===== src/rtl/rf_wb_arbiter_if.sv =====
`default_nettype none
// ============================================================================
// Module   : rf_wb_arbiter_if
// Purpose  : Bundles the pipeline writeback request, the multi-cycle result
//            handshake and the register-file write port seen by the
//            writeback arbiter.
// Ports    : master - driven by the sources (pipeline / multi-cycle unit),
//                     observes stall, ready, init status and the write port
//            slave  - the arbiter side
// Revision : 1.0 - initial release
// ============================================================================
interface rf_wb_arbiter_if;
  // pipeline writeback
  logic        p_wb_en;
  logic [4:0]  p_rd;
  logic [31:0] p_data;
  logic        stall_pipe;
  // multi-cycle unit (valid/ready)
  logic        m_valid;
  logic [4:0]  m_rd;
  logic [31:0] m_data;
  logic        m_ready;
  // status and register-file write port
  logic        init_done;
  logic        rf_wb_en;
  logic [4:0]  rf_rd_index;
  logic [31:0] rf_wb_data;

  modport master (
    output p_wb_en, p_rd, p_data, m_valid, m_rd, m_data,
    input  stall_pipe, m_ready, init_done, rf_wb_en, rf_rd_index, rf_wb_data
  );

  modport slave (
    input  p_wb_en, p_rd, p_data, m_valid, m_rd, m_data,
    output stall_pipe, m_ready, init_done, rf_wb_en, rf_rd_index, rf_wb_data
  );
endinterface
`default_nettype wire


===== src/rtl/rf_wb_arbiter.sv =====
`default_nettype none
// ============================================================================
// Module   : rf_wb_arbiter
// Purpose  : Owns the single register-file write port. After reset it sweeps
//            zeros into every register, then shares the port between the
//            in-order pipeline writeback (priority) and results of the
//            multi-cycle unit, which are buffered in a small FIFO. A FIFO
//            entry left waiting too long forces a one-cycle drain that stalls
//            the pipeline.
// Ports    : clk, rst      - clock, asynchronous active-high reset
//            bus (slave)   - p_* pipeline request, stall_pipe,
//                            m_* valid/ready result input,
//                            init_done, rf_* registered write port
// Revision : 1.0 - initial release
// ============================================================================
module rf_wb_arbiter #(
  parameter int FIFO_DEPTH   = 2,
  parameter int STARVE_LIMIT = 4,
  parameter int NUM_REGS     = 32
) (
  input wire           clk,
  input wire           rst,
  rf_wb_arbiter_if.slave bus
);

  localparam int c_PTR_W = $clog2(FIFO_DEPTH);
  localparam int c_CNT_W = $clog2(STARVE_LIMIT + 1);

  localparam logic [1:0] c_ST_INIT  = 2'd0;
  localparam logic [1:0] c_ST_RUN   = 2'd1;
  localparam logic [1:0] c_ST_DRAIN = 2'd2;

  localparam logic [4:0]         c_LAST_IDX    = 5'(NUM_REGS - 1);
  localparam logic [c_CNT_W-1:0] c_STARVE_LAST = c_CNT_W'(STARVE_LIMIT - 1);
  localparam logic [c_CNT_W-1:0] c_CNT_ONE     = c_CNT_W'(1);
  localparam logic [c_PTR_W:0]   c_PTR_ONE     = (c_PTR_W + 1)'(1);

  logic [1:0]         r_state;
  logic [1:0]         w_next_state;
  logic [4:0]         r_idx;
  logic [c_PTR_W:0]   r_wr_ptr;
  logic [c_PTR_W:0]   r_rd_ptr;
  logic [4:0]         r_mem_rd   [FIFO_DEPTH];
  logic [31:0]        r_mem_data [FIFO_DEPTH];
  logic [c_CNT_W-1:0] r_starve;
  logic               r_init_done;
  logic               r_wb_en;
  logic [4:0]         r_rd_index;
  logic [31:0]        r_wb_data;

  logic               w_empty;
  logic               w_full;
  logic               w_m_ready;
  logic               w_push;
  logic               w_pop;
  logic               w_starve_inc;
  logic               w_starve_hit;
  logic [4:0]         w_head_rd;
  logic [31:0]        w_head_data;
  logic               w_nxt_en;
  logic [4:0]         w_nxt_index;
  logic [31:0]        w_nxt_data;
  logic               w_stall;

  // Extra wrap bit on each pointer distinguishes full from empty.
  assign w_empty   = (r_wr_ptr == r_rd_ptr);
  assign w_full    = (r_wr_ptr[c_PTR_W] != r_rd_ptr[c_PTR_W]) &&
                     (r_wr_ptr[c_PTR_W-1:0] == r_rd_ptr[c_PTR_W-1:0]);
  // Full blocks a push even when a pop happens on the same edge.
  assign w_m_ready = r_init_done && !w_full;
  assign w_push    = bus.m_valid && w_m_ready;

  assign w_head_rd   = r_mem_rd[r_rd_ptr[c_PTR_W-1:0]];
  assign w_head_data = r_mem_data[r_rd_ptr[c_PTR_W-1:0]];

  // The pipeline wins in RUN; the FIFO is served only when it is idle,
  // and unconditionally during the forced drain.
  assign w_pop = !w_empty &&
                 (((r_state == c_ST_RUN) && !bus.p_wb_en) || (r_state == c_ST_DRAIN));
  // A waiting entry lost to the pipeline this cycle.
  assign w_starve_inc = (r_state == c_ST_RUN) && bus.p_wb_en && !w_empty;
  assign w_starve_hit = w_starve_inc && (r_starve == c_STARVE_LAST);

  // ---------------------------------------------------------------- state reg
  always_ff @(posedge clk or posedge rst) begin
    if (rst) begin
      r_state <= c_ST_INIT;
    end else begin
      r_state <= w_next_state;
    end
  end

  // ---------------------------------------------------------- next-state comb
  always_comb begin
    w_next_state = r_state;
    case (r_state)
      c_ST_INIT:  if (r_idx == c_LAST_IDX) w_next_state = c_ST_RUN;
      c_ST_RUN:   if (w_starve_hit)        w_next_state = c_ST_DRAIN;
      c_ST_DRAIN: w_next_state = c_ST_RUN;
      default:    w_next_state = c_ST_INIT;
    endcase
  end

  // -------------------------------------------------------------- output comb
  // Index and data hold whenever no write is produced, including when a
  // request or entry aimed at x0 is consumed.
  always_comb begin
    w_stall     = (r_state != c_ST_RUN);
    w_nxt_en    = 1'b0;
    w_nxt_index = r_rd_index;
    w_nxt_data  = r_wb_data;
    if (r_state == c_ST_INIT) begin
      w_nxt_en    = 1'b1;
      w_nxt_index = r_idx;
      w_nxt_data  = 32'd0;
    end else if ((r_state == c_ST_RUN) && bus.p_wb_en) begin
      if (bus.p_rd != 5'd0) begin
        w_nxt_en    = 1'b1;
        w_nxt_index = bus.p_rd;
        w_nxt_data  = bus.p_data;
      end
    end else if (w_pop) begin
      if (w_head_rd != 5'd0) begin
        w_nxt_en    = 1'b1;
        w_nxt_index = w_head_rd;
        w_nxt_data  = w_head_data;
      end
    end
  end

  // ------------------------------------------------------------ datapath regs
  always_ff @(posedge clk or posedge rst) begin
    if (rst) begin
      r_idx       <= 5'd0;
      r_wr_ptr    <= '0;
      r_rd_ptr    <= '0;
      r_starve    <= '0;
      r_init_done <= 1'b0;
      r_wb_en     <= 1'b0;
      r_rd_index  <= 5'd0;
      r_wb_data   <= 32'd0;
    end else begin
      r_wb_en    <= w_nxt_en;
      r_rd_index <= w_nxt_index;
      r_wb_data  <= w_nxt_data;
      if (r_state == c_ST_INIT) begin
        r_idx <= r_idx + 5'd1;
        if (r_idx == c_LAST_IDX) r_init_done <= 1'b1;
      end
      if (w_push) r_wr_ptr <= r_wr_ptr + c_PTR_ONE;
      if (w_pop)  r_rd_ptr <= r_rd_ptr + c_PTR_ONE;
      if (w_pop || w_starve_hit) begin
        r_starve <= '0;
      end else if (w_starve_inc) begin
        r_starve <= r_starve + c_CNT_ONE;
      end
    end
  end

  // FIFO storage needs no reset: the pointers define which entries are live.
  always_ff @(posedge clk) begin
    if (w_push) begin
      r_mem_rd[r_wr_ptr[c_PTR_W-1:0]]   <= bus.m_rd;
      r_mem_data[r_wr_ptr[c_PTR_W-1:0]] <= bus.m_data;
    end
  end

  assign bus.stall_pipe  = w_stall;
  assign bus.m_ready     = w_m_ready;
  assign bus.init_done   = r_init_done;
  assign bus.rf_wb_en    = r_wb_en;
  assign bus.rf_rd_index = r_rd_index;
  assign bus.rf_wb_data  = r_wb_data;

endmodule
`default_nettype wire


===== src/flat_wrapper.sv =====
// flat-port wrapper written by rule: the top's interface ports become plain ports
module rf_wb_arbiter_flat 
#(
  parameter int FIFO_DEPTH   = 2,
  parameter int STARVE_LIMIT = 4,
  parameter int NUM_REGS     = 32
)
  (clk, rst, bus_p_wb_en, bus_p_rd, bus_p_data, bus_m_valid, bus_m_rd, bus_m_data, bus_stall_pipe, bus_m_ready, bus_init_done, bus_rf_wb_en, bus_rf_rd_index, bus_rf_wb_data);
  rf_wb_arbiter_if bus_i ();
  input wire clk;
  input wire rst;
  input wire logic [$bits(bus_i.p_wb_en)-1:0] bus_p_wb_en;
  input wire logic [$bits(bus_i.p_rd)-1:0] bus_p_rd;
  input wire logic [$bits(bus_i.p_data)-1:0] bus_p_data;
  input wire logic [$bits(bus_i.m_valid)-1:0] bus_m_valid;
  input wire logic [$bits(bus_i.m_rd)-1:0] bus_m_rd;
  input wire logic [$bits(bus_i.m_data)-1:0] bus_m_data;
  output wire logic [$bits(bus_i.stall_pipe)-1:0] bus_stall_pipe;
  output wire logic [$bits(bus_i.m_ready)-1:0] bus_m_ready;
  output wire logic [$bits(bus_i.init_done)-1:0] bus_init_done;
  output wire logic [$bits(bus_i.rf_wb_en)-1:0] bus_rf_wb_en;
  output wire logic [$bits(bus_i.rf_rd_index)-1:0] bus_rf_rd_index;
  output wire logic [$bits(bus_i.rf_wb_data)-1:0] bus_rf_wb_data;
  assign bus_i.p_wb_en = bus_p_wb_en;
  assign bus_i.p_rd = bus_p_rd;
  assign bus_i.p_data = bus_p_data;
  assign bus_i.m_valid = bus_m_valid;
  assign bus_i.m_rd = bus_m_rd;
  assign bus_i.m_data = bus_m_data;
  assign bus_stall_pipe = bus_i.stall_pipe;
  assign bus_m_ready = bus_i.m_ready;
  assign bus_init_done = bus_i.init_done;
  assign bus_rf_wb_en = bus_i.rf_wb_en;
  assign bus_rf_rd_index = bus_i.rf_rd_index;
  assign bus_rf_wb_data = bus_i.rf_wb_data;
  rf_wb_arbiter #(.FIFO_DEPTH(FIFO_DEPTH), .STARVE_LIMIT(STARVE_LIMIT), .NUM_REGS(NUM_REGS)) u_core (.clk(clk), .rst(rst), .bus(bus_i));
endmodule

===== config.mk =====
export PLATFORM = sky130hd
export DESIGN_NAME = rf_wb_arbiter_flat
export DESIGN_NICKNAME = d
export VERILOG_FILES = /design/src/rtl/rf_wb_arbiter_if.sv /design/src/rtl/rf_wb_arbiter.sv /design/src/flat_wrapper.sv
export SDC_FILE = /design/constraint.sdc
export NUM_CORES = 1
export LEC_CHECK = 0
export BUFFER_PORTS_ARGS = -buffer_cell sky130_fd_sc_hd__buf_4
export CAP_MARGIN = 20
export CORE_MARGIN = 4
export CORE_UTILIZATION = 54
export CTS_CLUSTER_DIAMETER = 100
export DETAILED_ROUTE_END_ITERATION = 8
export HOLD_SLACK_MARGIN = 0.1
export PLACE_DENSITY = 0.8
export SYNTH_ARGS = -nofsm -noshare
export SYNTH_HDL_FRONTEND = slang
export SYNTH_SLANG_ARGS = --single-unit

===== constraint.sdc =====
create_clock -name clk -period 4.05 [get_ports clk]
set_input_delay 0.405 -clock clk [delete_from_list [all_inputs] [get_ports clk]]
set_output_delay 0.405 -clock clk [all_outputs]
set_load 0.02 [all_outputs]

==> insert_results.sql <==
INSERT INTO impl_metrics (metric_group, metric, value, unit) VALUES
('finish', 'post_route_cells_drive_above_1_share', '38.1', '%'),
('critical_path', 'timing.critical_path.required', '4.43', 'ns'),
('yosys', 'synth_seq_area_share', '66.1', '%'),
('routing', 'routed_metal_1_wirelength', '4560', 'um'),
('place', 'dp_hpwl', '7280', 'um'),
('finish', 'instances_no_fill', '666', ''),
('pwr', 'power.combinational.fraction', '10.1', '%'),
('finish', 'mostFrequentLayoutCells', '123 x buf_4, 74 x edfxtp_1, 52 x dfrtp_1, 38 x dlygate4sd3_1, 37 x mux2i_1', ''),
('yosys', 'yosysWarnings', '0', ''),
('routing', 'routed_wirelength', '11700', 'um'),
('clock_network', 'clockBufferDepth', '2', ''),
('hold_path', 'hold_class', 'input port to register', ''),
('pwr', 'power.switching', '0.000796', 'W'),
('yosys', 'synth_enable_flop_cells', '74', ''),
('clock_network', 'cts-buffers-inserted', '17', ''),
('clock_network', 'clk_pin_slew_worst_paths', '0.07', 'ns'),
('pwr', 'p_leak', '2.98', 'nW'),
('routing', 'dr_wl_met2', '6220', 'um'),
('pwr', 'p_per_area', '455', 'mW/mm^2'),
('floorplan', 'initial_utilization', '55.2', '%'),
('grt', 'first_global_vias', '3694', ''),
('routing', 'detailroute.wirelength.met3', '631', 'um'),
('grt', 'grtUsageTotal', '21.1', '%'),
('floorplan', 'dieHeight', '108', 'um'),
('critical_path', 'timing.setup.critical_path_class', 'register to register', ''),
('clock_network', 'cts_resized', '0', ''),
('yosys', 'synthesized_area', '0.00537', 'mm^2'),
('clock_network', 'cts_root_buffer', 'clkbuf_8', ''),
('routing', 'routed-via-count', '3553', ''),
('timing', 'timing.final.hold_violations', '0', ''),
('routing', 'first_pass_iters', '4', ''),
('pwr', 'p_int', '0.00256', 'W'),
('timing', 'final-setup-viol-count', '0', ''),
('clock_network', 'tritoncts', 'built', ''),
('finish', 'utilization', '75.9', '%'),
('pwr', 'power.clock.fraction', '47.0', '%'),
('clock_network', 'post_cts_hold_buffer_count', '38', ''),
('run_status', 'outcome', 'finished clean', ''),
('grt', 'largest_net_degree_at_the_start_of_global_routing', '76', ''),
('finish', 'area_growth', '37.6', '%'),
('place', 'finalWeightedCongestion', '0.818', ''),
('floorplan', 'die_area', '0.0116', 'mm^2'),
('finish', 'diodes', '0', ''),
('routing', 'routed_wire_length_per_instance', '17.6', 'um'),
('routing', 'drc_marker_count_from_the_first_detailed_route_iteration', '170', ''),
('routing', 'uppermost_routed_layer', 'met4', ''),
('finish', 'layout_commonest_cell', 'buf_4', ''),
('yosys', 'postSynthCellCount', '361', ''),
('yosys', 'synth.avg_cell_area', '14.9', 'um^2'),
('yosys', 'asyncSetResetFlopFracSynth', '41.7', '%'),
('clock_network', 'post_cts_setup_buffers', '0', ''),
('timing', 'setup_repair_after_global_routing_missed_its_margin', 'no', ''),
('pwr', 'irDropWorstVdd', '0.000270', 'V'),
('timing', 'finalCritPeriodShare', '66.1', '%'),
('critical_path', 'wp_data_arrival', '3.06', 'ns'),
('timing', 'setup_tns', '0', 'ns'),
('run', 'maxCapViolations', '0', ''),
('critical_path', 'critPathLaunchType', 'register', ''),
('pwr', 'power_frac_seq', '42.9', '%'),
('yosys', 'synth_seq_cells', '127', ''),
('floorplan', 'coreArea', '0.00973', 'mm^2'),
('floorplan', 'num_io_pins', '119', ''),
('timing', 'drv_slew', '0', ''),
('grt', 'antenna_found_initial', '0', ''),
('finish', 'layout.nets', '602', ''),
('routing', 'drc_errors', '0', ''),
('pwr', 'power_switching_share', '23.7', '%'),
('place', 'place.detailed.instances', '595', ''),
('critical_path', 'worst-path-max-fanout', '32', ''),
('yosys', 'ys_dominant_reg_cell', 'edfxtp_1', ''),
('timing', 'timing.clock.skew', '0.00909', 'ns');
worst paths after layout:
path | startpoint | endpoint | slack [ns] | cells past startpoint
setup reg to reg | u_core.r_rd_ptr[0] | u_core.bus.rf_wb_data[10] | 1.37 | 5
hold reg to reg | u_core.r_wr_ptr[1] | u_core.r_wr_ptr[1] | 0.49 | 1
hold / removal | bus_m_valid | u_core.r_wr_ptr[0] | 0.28 | 3
setup / recovery | u_core.r_rd_ptr[0] | u_core.bus.rf_wb_data[10] | 1.37 | 5
max in group asynchronous | rst | u_core.r_rd_ptr[0] | 2.76 | 4
min in group asynchronous | rst | u_core.bus.rf_wb_data[2] | 0.47 | 3
power groups by stage:
stage          Sequential (W)  Combinational [W]  Clock, W
4_1_cts               0.00144           0.000340   0.00159
3_5_place_dp          0.00147           0.000309         0
6_report              0.00144           0.000339   0.00158
3_3_place_gp          0.00146           0.000300         0
5_1_grt               0.00145           0.000362   0.00165
2_1_floorplan         0.00151           0.000106         0
cell families (layout without fill, tap and decap cells):
| kind of cell | Yosys count | count (layout) | synth area share, % |
|---|---|---|---|
| DFF | 127 | 127 | 66.1 |
| muxes | 77 | 77 | 16.6 |
| and+or+nand+nor | 65 | 65 | 5.29 |
| AOI/OAI and AO/OA | 53 | 53 | 7.02 |
| buffers and inverters | 26 | 198 | 2.56 |
| xor gates and xnor gates | 9 | 9 | 1.47 |
| adders and majority gates | 4 | 4 | 0.932 |
cells in the mapped netlist, drive strengths merged, types with 3 or more instances:
master	number	area, um^2
edfxtp	74	2220
dfrtp	53	1330
mux2	40	522
mux2i	37	370
nor2	37	139
a211oi	32	240
o21ai	14	73.8
buf	12	85.1
nand2	12	45.0
clkbuf	10	37.5
xnor2	5	43.8
ha	4	50.1
inv	4	15.0
nor3	4	20.0
xor2	4	35.0
and3	3	18.8
nand2b	3	18.8
critical path, stage by stage (launching register included):
cell and delay (ns):
dfrtp_2 0.63, mux2i_1 0.29, o211ai_1 0.16, o311ai_4 0.50
buf_4 0.55, mux2_2 0.43
sequential cells by signal (all words and copies together) (netlist names):
name,count
u_core.r_mem_data,64
u_core.bus.rf_wb_data,32
u_core.r_mem_rd,10
u_core.bus.rf_rd_index,5
u_core.r_idx,5
u_core.r_starve,3
u_core.r_rd_ptr,2
u_core.r_state,2
u_core.r_wr_ptr,2
u_core.bus.init_done,1
u_core.bus.rf_wb_en,1
final cells by class:
class	count	area [um^2]
clock inverters	15	201
flip-flops and latches	127	3550
fillers	616	2340
inverters	4	15.0
well taps	133	166
multi-input cells	208	1710
repair buffers	162	1330
clock buffers	17	414
metal layers:
layer | GRT usage (%) | up-vias
met5 | 0 | -
met4 | 9.47 | 0
met3 | 4.92 | 30
met2 | 36.4 | 119
met1 | 25.2 | 1739
li1 | - | 1665
stage by stage:
step | hold WS [ns] | worst slack, ns | power (W)
after floorplan | 0.459 | 0.849 | 0.00162
after global placement | 0.436 | 1.45 | 0.00177
after detailed placement | 0.454 | 1.38 | 0.00177
after CTS | 0.249 | 1.35 | 0.00337
after global routing | 0.270 | 1.21 | 0.00346
final | 0.278 | 1.37 | 0.00336
(Power assumes the default switching activity.)
